===== config.mk =====
export PLATFORM = sky130hd
export DESIGN_NAME = count_mode_ctrl
export DESIGN_NICKNAME = d
export VERILOG_FILES = /design/src/rtl/count_mode_ctrl.sv
export SDC_FILE = /design/constraint.sdc
export NUM_CORES = 1
export LEC_CHECK = 0
export BUFFER_PORTS_ARGS = -buffer_cell sky130_fd_sc_hd__buf_4
export CAP_MARGIN = 20
export CORE_MARGIN = 5
export CORE_UTILIZATION = 50
export CTS_CLUSTER_DIAMETER = 120
export DETAILED_ROUTE_END_ITERATION = 8
export PLACE_DENSITY = 0.66
export SYNTH_ARGS = -nofsm -noshare
export SYNTH_HDL_FRONTEND = slang
export SYNTH_SLANG_ARGS = --single-unit

===== constraint.sdc =====
create_clock -name clk -period 5 [get_ports clk]
set_input_delay 0.5 -clock clk [delete_from_list [all_inputs] [get_ports clk]]
set_output_delay 0.5 -clock clk [all_outputs]
set_load 0.02 [all_outputs]

===== src/rtl/count_mode_ctrl.sv =====
// Run/mode controller for the up/down counter display: debounces the run and mode buttons,
// sequences IDLE/RUN/PAUSE/SWITCH, and produces the count-enable tick, clear strobe and mux select.
module count_mode_ctrl #(
  parameter int unsigned TICK_DIV   = 50000000,
  parameter int unsigned DEB_CYCLES = 1000000
) (
  input  logic       clk,
  input  logic       clr_n,
  input  logic       btn_run,
  input  logic       btn_mode,
  output logic       select,
  output logic       cnt_en,
  output logic       cnt_clr,
  output logic       running,
  output logic [1:0] state_out
);

  localparam int unsigned DebW = (DEB_CYCLES > 1) ? $clog2(DEB_CYCLES) : 1;
  localparam int unsigned PreW = $clog2(TICK_DIV);
  localparam logic [DebW-1:0] DebLast = DebW'(DEB_CYCLES - 1);
  localparam logic [PreW-1:0] PreLast = PreW'(TICK_DIV - 1);

  typedef enum logic [1:0] {
    StIdle   = 2'b00,
    StRun    = 2'b01,
    StPause  = 2'b10,
    StSwitch = 2'b11
  } state_e;

  // Bit 0 = run, bit 1 = mode.
  logic [1:0]      sync1_q, sync2_q;
  logic [1:0]      deb_q, deb_d;
  logic [1:0]      press_q, press_d;
  logic [DebW-1:0] deb_cnt_q [2];
  logic [DebW-1:0] deb_cnt_d [2];

  state_e          state_q, state_d;
  logic [PreW-1:0] pre_q, pre_d;
  logic            select_q, select_d;
  logic            cnt_en_q, cnt_en_d;
  logic            cnt_clr_q, cnt_clr_d;
  logic            running_q, running_d;
  logic            toggle, tick;

  always_comb begin
    deb_d   = deb_q;
    press_d = '0;
    for (int i = 0; i < 2; i++) begin
      deb_cnt_d[i] = '0;
      if (sync2_q[i] != deb_q[i]) begin
        if (deb_cnt_q[i] == DebLast) begin
          deb_d[i]   = sync2_q[i];
          press_d[i] = sync2_q[i];
        end else begin
          deb_cnt_d[i] = deb_cnt_q[i] + DebW'(1);
        end
      end
    end
  end

  // Mode press is tested first everywhere so a simultaneous run press is dropped.
  always_comb begin
    state_d   = state_q;
    pre_d     = pre_q;
    toggle    = 1'b0;
    tick      = 1'b0;
    cnt_clr_d = 1'b0;
    case (state_q)
      StIdle: begin
        pre_d = '0;
        if (press_q[1]) begin
          toggle    = 1'b1;
          cnt_clr_d = 1'b1;
        end else if (press_q[0]) begin
          state_d = StRun;
        end
      end
      StRun: begin
        if (pre_q == PreLast) begin
          pre_d = '0;
          tick  = 1'b1;
        end else begin
          pre_d = pre_q + PreW'(1);
        end
        if (press_q[1]) begin
          state_d = StSwitch;
        end else if (press_q[0]) begin
          state_d = StPause;
        end
      end
      StPause: begin
        if (press_q[1]) begin
          toggle    = 1'b1;
          cnt_clr_d = 1'b1;
          state_d   = StIdle;
        end else if (press_q[0]) begin
          state_d = StRun;
        end
      end
      StSwitch: begin
        pre_d     = '0;
        toggle    = 1'b1;
        cnt_clr_d = 1'b1;
        state_d   = StRun;
      end
      default: state_d = StIdle;
    endcase
    select_d  = select_q ^ toggle;
    cnt_en_d  = tick & ~cnt_clr_d;
    running_d = (state_d == StRun) || (state_d == StSwitch);
  end

  always_ff @(posedge clk or negedge clr_n) begin
    if (!clr_n) begin
      sync1_q   <= '0;
      sync2_q   <= '0;
      deb_q     <= '0;
      press_q   <= '0;
      deb_cnt_q <= '{default: '0};
      state_q   <= StIdle;
      pre_q     <= '0;
      select_q  <= 1'b0;
      cnt_en_q  <= 1'b0;
      cnt_clr_q <= 1'b0;
      running_q <= 1'b0;
    end else begin
      sync1_q   <= {btn_mode, btn_run};
      sync2_q   <= sync1_q;
      deb_q     <= deb_d;
      press_q   <= press_d;
      deb_cnt_q <= deb_cnt_d;
      state_q   <= state_d;
      pre_q     <= pre_d;
      select_q  <= select_d;
      cnt_en_q  <= cnt_en_d;
      cnt_clr_q <= cnt_clr_d;
      running_q <= running_d;
    end
  end

  assign select    = select_q;
  assign cnt_en    = cnt_en_q;
  assign cnt_clr   = cnt_clr_q;
  assign running   = running_q;
  assign state_out = state_q;

endmodule


* After elaboration in Yosys (flattened, before gate mapping) *
Index checks and enable logic that the tools add are counted.

cells by class
  $add $sub $neg = 3
  equal/unequal tests = 10
  multiplexer cells = 20
  bitwise gates (word level) = 3
  reduce and logical (&&, ||, !) cells = 7

operators with widths
  cell                                                                   number
  20-bit two-way mux                                                     4
  26-bit one-hot mux with 2 select lines                                 1
  20-bit by 1-bit adder with 20-bit output, second input constant        2
  20-bit equality test, second input constant                            2
  26-bit by 1-bit adder with 26-bit output, second input constant        1
  26-bit equality test, second input constant                            1
  26-bit two-way mux                                                     1
  2-bit two-way mux                                                      5
  2-bit one-hot mux with 4 select lines                                  1
  1-bit two-way mux                                                      7
  2-bit equality test, second input constant                             3
  2-bit by 1-bit equality test with 1-bit output, second input constant  2
  2-bit AND reduction                                                    2
  2-bit OR reduction                                                     2
  2-bit logical NOT                                                      1
  1-bit != test                                                          2
  1-bit one-hot mux with 2 select lines                                  1
  2-bit nonzero test                                                     1
  1-bit bitwise AND                                                      1
  1-bit logical OR                                                       1
  1-bit inverter                                                         1
  1-bit XOR                                                              1

storage, ports and cells
  register bits after elaboration = 80
  bits of input ports = 4
  output and inout port bits = 6
  logic and storage cells = 56

* Longest topological paths before layout *
  word-level depth = 5
  depth in mapped cells = 8
  mapped depth without buffers = 6

* Least setup slack after synthesis *
OpenSTA, ideal clock, no wires.

  path type = register to register
  start = register pre_q[16]
  end = register pre_q[17]
  arrival time = 1.998 ns
  slack = 2.884 ns
  cell stages (with the launch flop) = 8
  cells stage by stage = dfrtp_1 > or4b_1 > or4_1 > o21a_1 > buf_6 > nor2_8 > buf_8 > nor2_1

on the way
  longest elaborated chain between the ends = 3
  elaborated cells between the ends (all ways) = 4
  classes of those cells = add/sub: 1; eq/ne: 1; mux: 2

RTL lines
  what                                                                              RTL line  RTL
  start: declaration                                                                38        logic [PreW-1:0] pre_q, pre_d;
  start signal: assignment                                                          133       pre_q <= pre_d;
  26-bit by 1-bit adder with 26-bit output or 26-bit equality test (tied branches)  83, 79
  26-bit two-way mux *                                                              79        if (pre_q == PreLast) begin
  26-bit one-hot mux with 2 select lines *                                          68        case (state_q)

Every way passes the cells marked *; elsewhere a longest branch is shown, timed or not.
A chain may end at the register's enable or synchronous reset.

==> metrics.txt <==
pwr/cell area 274 nW/um^2; Filler Cell Count 684; GPL Wtd Cong about 0.81; initial antenna violation count 0; worst skew pair latency roughly 0.35 ns; Post-CTS Resized 0; mapped cell area 3900 sq um; Num CTS Buffers 9; Clk pin slew, worst setup/hold paths 0.08 ns; violated checks negative hold slack; Root Buffer Master clkbuf_8; I/O pins 10; mean post-synth cell area 9.80 sq um; peak supply drop 0.168 mV; final-report setup violation count 0; gr ovfl total 0; starting DRC count in detailed routing a little over 100; sequential area share after synthesis 0.507; WL final 7090 microns; Sink Count just under 80; max frequency 409 MHz; per-cell routed wire length 13.7 microns; NumNets Final around 420; EDFF count, synth 0; setup_tns 0 ns; Row Count 32; overall power between 1 and 1.5 mW; Leak 1.83 nW; Worst Path Arrival 2.67 ns; most frequent cells in the layout dfrtp_1 (79), nor2_1 (69), xor2_1 (37), nand2_1 (34), nand3_1 (33); DR DRC count 0; Max Clock Skew just over 0.007 ns; die width 98.3 microns; RSZ-0062 raised after global routing no; die area 9670 sq um; Initial Util 0.510; HPWL Detailed 4800 microns; vias in the first global route 2,662; post-route ant nets 0; Ant. Diodes 0; setup bufs post-CTS 0; net count after synthesis 410; WS Path Type flip-flop to flip-flop; Die H 98.3 microns; layout cells sized above 1 0.0821; Area Growth Syn to Fin 9.30%; Max Buffers Root-to-Sink 2; via/cell ratio 5.41; CP Capture Type flip-flop; final hold viol count 5; Maximum Capacitance Violations 0; first-pass GRT wire length about 13,000 microns; floorplan core area 7650 sq um; Async SR Flop Fraction 1.00; Startpoint Class flip-flop; Synth Warn # 0; Slew headroom 0.373; most common cell after layout, fill and taps aside dfrtp_1; Worst Path Required 5.23 ns; H-tree Lvls 3; Tot GR Track Use 0.158; CP max FO 26; post-layout min period around 2.4 ns; max-slew violation count 0; period utilization 0.489; Initial DRT Pass Iterations 5; largest net degree at the start of global routing 80; number of I/O port buffers 9; actual slew at the worst max-slew pin 0.941 ns; hold crit path type input port to async pin; post-synth cell types 46; Hold WS -0.00203 ns; outcome complete, but fails checks; CTS Hold Buffers Added 0; Post-Synthesis Cells 398; Yosys reg bits just under 80; Primary FF master, synth dfrtp_1; CTS tree built; Vias 2,794
kinds of logic after synthesis:
logic type / synth area share
and+or+nand+nor: 0.278
DFF: 0.507
xor gates and xnor gates: 0.124
AOI/OAI and AO/OA: 0.0327
buffers and inverters: 0.0244
adders and majority gates: 0.0257
muxes: 0.00834
layout make-up:
cell class              count  area, sq um  share of cell area
multi-input cells         301         1830               0.429
well taps                 102          128              0.0299
inverters                   8         30.0             0.00704
flip-flops and latches     79         1980               0.464
clock buffers              11          141              0.0332
clock inverters             5         63.8              0.0150
repair buffers             10         95.1              0.0223
worst paths after layout:
| path | start | to | slack [ns] | depth (start not counted) |
|---|---|---|---|---|
| hold reg to reg | sync1_q[0] | sync2_q[0] | 0.36 | 0 |
| setup reg to reg | flip-flop | pre_q[19] | 2.56 | 6 |
| hold / removal | clr_n | pre_q[25] | -0.002 | 1 |
| setup / recovery | flip-flop | pre_q[19] | 2.56 | 6 |
| max in group asynchronous | clr_n | deb_cnt_q[18] | 4.44 | 2 |
| min in group clk | btn_run | sync1_q[0] | 0.25 | 1 |
cell usage after synthesis, types with 3 or more instances:
| library cell | instances | share of area |
|---|---|---|
| and2_1 | 5 | 0.0080 |
| and3_1 | 15 | 0.024 |
| buf_2 | 4 | 0.0051 |
| dfrtp_1 | 79 | 0.51 |
| ha_1 | 8 | 0.026 |
| inv_1 | 8 | 0.0077 |
| nand2_1 | 34 | 0.033 |
| nand2b_1 | 3 | 0.0048 |
| nand3_1 | 33 | 0.042 |
| nand4_1 | 19 | 0.030 |
| nor2_1 | 69 | 0.066 |
| nor3_1 | 8 | 0.010 |
| nor4_1 | 6 | 0.0096 |
| nor4b_1 | 3 | 0.0067 |
| o21ai_0 | 6 | 0.0077 |
| or2_2 | 5 | 0.0080 |
| or4_1 | 4 | 0.0077 |
| xnor2_1 | 18 | 0.040 |
| xor2_1 | 37 | 0.083 |
flip-flops by register name, summed over array words and instances, names as in the netlist, named ones only:
signal / flops
pre_q: 26
sync1_q: 2
cnt_clr: 1
cnt_en: 1
deb_q: 2
select: 1
deb_cnt_q: 40
state_out: 1
press_q: 2
sync2_q: 2
power by group:
| group | internal, mW | leakage, nW | switching [mW] |
|---|---|---|---|
| Clock | 0.249 | 0.101 | 0.239 |
| Sequential | 0.644 | 1.09 | 0.00550 |
| Combinational | 0.00870 | 0.642 | 0.0210 |
| Total | 0.901 | 1.83 | 0.265 |
critical path, stage by stage, from the launching register on:
cell and delay, ns:
dfrtp_1 0.45, inv_1 0.11, ha_1 0.53, nor4_1 0.76, nand3_1 0.19, xor2_1 0.21
nor2_1 0.06
per-stage QoR:
step	util	hold WS (ns)	setup WS, ns	std cells	cell area, sq um
after floorplan	-	0.204	2.88	398	3900
final	0.557	-0.00203	2.56	516	4260
after CTS	0.554	0.233	2.54	515	4240
after global routing	0.557	0.00400	2.33	516	4260
after detailed placement	0.527	0.339	2.60	499	4030
after global placement	0.527	0.335	2.70	499	4030
routing by layer:
metal  vias to the layer above  GRT usage  share of wire
met1                      1355      0.217           0.47
met3                         9     0.0343          0.034
li1                       1388          -              -
met5                         -          0              0
met2                        42      0.248           0.48
met4                         0     0.0578          0.015
Power figures use the tool's default switching activity.
